==> config.mk <==
export PLATFORM = sky130hd
export DESIGN_NAME = pulse_blink_stretcher
export DESIGN_NICKNAME = d
export VERILOG_FILES = /design/src/rtl/pulse_blink_stretcher.sv
export SDC_FILE = /design/constraint.sdc
export NUM_CORES = 1
export LEC_CHECK = 0
export CAP_MARGIN = 25
export CORE_ASPECT_RATIO = 2
export CORE_MARGIN = 1
export CORE_UTILIZATION = 40
export CTS_BUF_LIST = sky130_fd_sc_hd__clkbuf_8
export DETAILED_ROUTE_END_ITERATION = 16
export GPL_TIMING_DRIVEN = 0
export MAX_ROUTING_LAYER = met4
export SYNTH_ARGS = -nofsm -noshare
export SYNTH_HDL_FRONTEND = slang
export SYNTH_SLANG_ARGS = --single-unit
==> constraint.sdc <==
create_clock -name clk_i -period 3.5 [get_ports clk_i]
set_input_delay 0.525 -clock clk_i [delete_from_list [all_inputs] [get_ports clk_i]]
set_output_delay 0.525 -clock clk_i [all_outputs]
set_load 0.005 [all_outputs]
==> src/rtl/pulse_blink_stretcher.sv <==
// Stretches one-cycle event pulses into visible LED blinks (ON_CYCLES high, OFF_CYCLES low).
// Pulses that arrive during a blink are queued and replayed back-to-back.
module pulse_blink_stretcher #(
  parameter int unsigned ON_CYCLES  = 250000,
  parameter int unsigned OFF_CYCLES = 250000,
  parameter int unsigned PEND_W     = 4
) (
  input  logic              clk_i,
  input  logic              reset_i,
  input  logic              pulse_i,
  output logic              led_o,
  output logic              busy_o,
  output logic [PEND_W-1:0] pending_o,
  output logic              overflow_o
);

  localparam int unsigned MAX_CYC = (ON_CYCLES > OFF_CYCLES) ? ON_CYCLES : OFF_CYCLES;
  localparam int unsigned CNT_W   = $clog2(MAX_CYC + 1);
  localparam logic [CNT_W-1:0]  ON_LAST  = CNT_W'(ON_CYCLES - 1);
  localparam logic [CNT_W-1:0]  OFF_LAST = CNT_W'(OFF_CYCLES - 1);
  localparam logic [PEND_W-1:0] PEND_MAX = {PEND_W{1'b1}};

  typedef enum logic [1:0] {
    ST_IDLE = 2'd0,
    ST_ON   = 2'd1,
    ST_OFF  = 2'd2
  } state_t;

  state_t             state_q, state_d;
  logic [CNT_W-1:0]   count_q, count_d;
  logic               led_d, busy_d, overflow_d;
  logic [PEND_W-1:0]  pending_d;
  logic               start, take;

  // State and output registers
  always_ff @(posedge clk_i) begin
    if (reset_i) begin
      state_q    <= ST_IDLE;
      count_q    <= '0;
      led_o      <= 1'b0;
      busy_o     <= 1'b0;
      pending_o  <= '0;
      overflow_o <= 1'b0;
    end else begin
      state_q    <= state_d;
      count_q    <= count_d;
      led_o      <= led_d;
      busy_o     <= busy_d;
      pending_o  <= pending_d;
      overflow_o <= overflow_d;
    end
  end

  // Next-state, phase counter and pending queue
  always_comb begin
    state_d    = state_q;
    count_d    = count_q;
    led_d      = led_o;
    pending_d  = pending_o;
    overflow_d = overflow_o;
    take       = 1'b0;
    start      = pulse_i | (pending_o != '0);

    unique case (state_q)
      ST_IDLE: begin
        if (start) begin
          state_d = ST_ON;
          count_d = '0;
          led_d   = 1'b1;
          take    = 1'b1;
        end
      end
      ST_ON: begin
        if (count_q == ON_LAST) begin
          state_d = ST_OFF;
          count_d = '0;
          led_d   = 1'b0;
        end else begin
          count_d = count_q + CNT_W'(1);
          led_d   = 1'b1;
        end
      end
      ST_OFF: begin
        if (count_q == OFF_LAST) begin
          count_d = '0;
          if (start) begin
            state_d = ST_ON;
            led_d   = 1'b1;
            take    = 1'b1;
          end else begin
            state_d = ST_IDLE;
          end
        end else begin
          count_d = count_q + CNT_W'(1);
        end
      end
      default: begin
        state_d = ST_IDLE;
        count_d = '0;
        led_d   = 1'b0;
      end
    endcase

    // A start either consumes the live pulse or one queued entry (re-queuing a coincident pulse)
    if (take) begin
      if ((pending_o != '0) && !pulse_i) begin
        pending_d = pending_o - PEND_W'(1);
      end
    end else if (pulse_i) begin
      if (pending_o == PEND_MAX) begin
        overflow_d = 1'b1;
      end else begin
        pending_d = pending_o + PEND_W'(1);
      end
    end

    busy_d = (state_d != ST_IDLE);
  end

endmodule

==> impl_metrics.yaml <==
sta:
  slew_violations: 0
  hold_viol_final: 0
  setup_viol: 0
  tightest_slew_ps: 685
  slew_headroom: 0.543
  clock-skew-final_ps: 5.17
  hold_ws_ps: 501
  fin_ws_ps: 483
  min_period_over_period: 0.862
  fin_tns_setup_ps: 0
  rsz0062_at_grt: "no"
  fmax_mhz: 331
  fin_crit_ps: 3020
critical_path:
  worst-r2r-setup-slack_ps: 480
  crit_type: "register to register"
  reg2reg_from: "count_q[11]$_SDFFE_PP0P_"
  worstSetupEndpoint: "pending_o[3]$_SDFFE_PP0P_"
  rr_worst_depth: 11
  worstPathArrival_ps: 3190
  timing.critical_path.from: "count_q[11]$_SDFFE_PP0P_"
  cp-start-kind: "register"
  crit_fanout: 7
  r2r-end: "pending_o[3]$_SDFFE_PP0P_"
  critPathCaptureType: "register"
  crit_required_ps: 3670
layout:
  area_delta_synth_final_pct: 11.5
  fill_cells: 395
  utilization: 0.472
  multi_input_comb_area_um2: 1040
  drive_gt1_frac: 0.0861
  seq_area_um2: 541
  n_antenna_cell: 0
  num-nets-final: 221
route:
  vias: 1554
  drt_iter0_markers: 43
  wire_per_inst_um: 16.0
  wl_um: 4160
  wl_met3_um: 90
  dr_wl_met2_um: 2410
  viasPerCell: 5.98
  wl_met1_um: 1610
  first_pass_iters: 4
  drc_errors: 0
  final_antenna_net_count: 0
  top_layer: "met4"
synth:
  synth_edf_count: 0
  yosysMostFrequentCell: "dfxtp_1"
  synth_common_cells: "dfxtp_1, nor2_1, nand2_1"
  yosys_warnings: 0
  synth-seq-area-share: 0.329
  synth.cell_area_um2: 1640
  ys_async_sr_fraction: 0
  yosys.area.top_type_share: 0.329
  synth_cell_type_count: 55
  yosys.area.top_type: "dfxtp_1"
  synth_cells: 197
  postSynthNetCount: 208
  synth-main-ff-cell: "dfxtp_1"
  avgSynthCellArea_um2: 8.35
  yosys-top-cells-area: "dfxtp_1, ha_1, xor2_1, nand4_1, nor2_1"
  ys_ff_latch: 27
clock_network:
  cts_resized: 0
  postCtsSetupBuffers: 0
  cts_tree: "yes"
  cts_max_level: 1
  numCtsBuffers: 3
  root_buffer: "clkbuf_8"
  max-clock-path-buffers: 2
  cts.sinks: 27
  insertion_delay_ps: 280
  hold_buffers: 0
  clkTransAtPathRegs_ps: 100
placed_design:
  hpwl_um: 3180
  dp_slack_ps: 512
  port_buffers: 8
  gp_congestion: 0.829
die:
  std_cell_rows: 32
  ioPinCount: 10
  die_area_um2: 4390
  initial_core_util: 0.423
  dieWidth_um: 47.3
  dieHeight_um: 92.7
  core_area_um2: 3880
global_route:
  antenna_found_initial: 0
  grt_use_total: 0.208
  grt_max_degree: 15
  grt_pass1_vias: 1530
  grt_overflow: 0
  grt_first_pass_wirelength_um: 6550
hold_path:
  hold_path_depth: 2
  hp-class: "register to register"
power_and_ir_drop:
  finalPower_mw: 1.05
  leakagePower_nw: 0.658
  peakVddDrop_uv: 289
  power_density_nw_per_um2: 574
status:
  status: "finished clean"
run:
  maxCapViolCount: 0
## through the flow
stage,cells,cell area (um^2)
floorplan,197,1640
global placement,256,1790
detailed placement,256,1790
CTS,260,1830
global route,260,1830
finish,260,1830
## power breakdown
part / total [mW] / leakage [nW] / switching (mW) / internal [mW]
clock network: 0.183 / 0.0269 / 0.104 / 0.0790
logic: 0.477 / 0.412 / 0.269 / 0.209
registers: 0.393 / 0.219 / 0.0461 / 0.347
## critical path, stage by stage (launching register included)
cell     delay (ps)
dfxtp_1         380
or4b_4          550
nor3_4          380
a31o_2          280
nand2_1         110
inv_1           100
ha_1            230
a21o_1          180
a21oi_1         230
or4_1           150
a21oi_1          60
a311o_1         270
## sequential cells by signal, summed over array words and instances, names as in the netlist
signal	count
count_q	18
pending_o	4
state_q	2
busy_o	1
led_o	1
overflow_o	1
## cells in the final DEF (no fill, tap or decap), types with 2 or more instances in the layout
cell,n
a21oi_1,9
a31oi_1,4
and3_1,5
and4_1,3
buf_2,2
clkbuf_1,2
clkbuf_8,3
clkdlybuf4s50_1,8
dfxtp_1,27
ha_1,7
inv_1,8
nand2_1,18
nand3_1,14
nand4_1,12
nor2_1,20
nor2b_1,4
nor3_1,4
nor4_1,5
o21ai_0,2
o31ai_1,2
or4_1,2
xnor2_1,4
xor2_1,10
## worst min-delay path by stage
stage	start	to
final	overflow_o$_SDFFE_PP0P_	overflow_o$_SDFFE_PP0P_
after global routing	overflow_o$_SDFFE_PP0P_	overflow_o$_SDFFE_PP0P_
after CTS	overflow_o$_SDFFE_PP0P_	overflow_o$_SDFFE_PP0P_
after detailed placement	overflow_o$_SDFFE_PP0P_	overflow_o$_SDFFE_PP0P_
after global placement	overflow_o$_SDFFE_PP0P_	overflow_o$_SDFFE_PP0P_
after floorplan	overflow_o$_SDFFE_PP0P_	overflow_o$_SDFFE_PP0P_
## final cells by class
type,instances,share of cell area
clock inverter,1,0.00205
sequential,27,0.295
buffer,6,0.0157
timing repair buffer,8,0.0437
inverter,8,0.0164
multi-input combinational,156,0.570
tap,51,0.0348
clock buffer,3,0.0225
## cells by family after synthesis
group / Yosys count / share of synthesized area
simple gates: 97 / 0.322
flops: 27 / 0.329
compound gates: 37 / 0.174
fa+ha+maj: 8 / 0.0654
xor+xnor: 14 / 0.0746
buf+inv: 14 / 0.0358
## layer usage
layer / vias to the layer above / global-route usage
met1: 760 / 0.198
li1: 755 / -
met4: 0 / 0.0786
met3: 5 / 0.0253
met2: 34 / 0.386
met5: - / -
No activity file was read; power rests on OpenSTA's default activity.
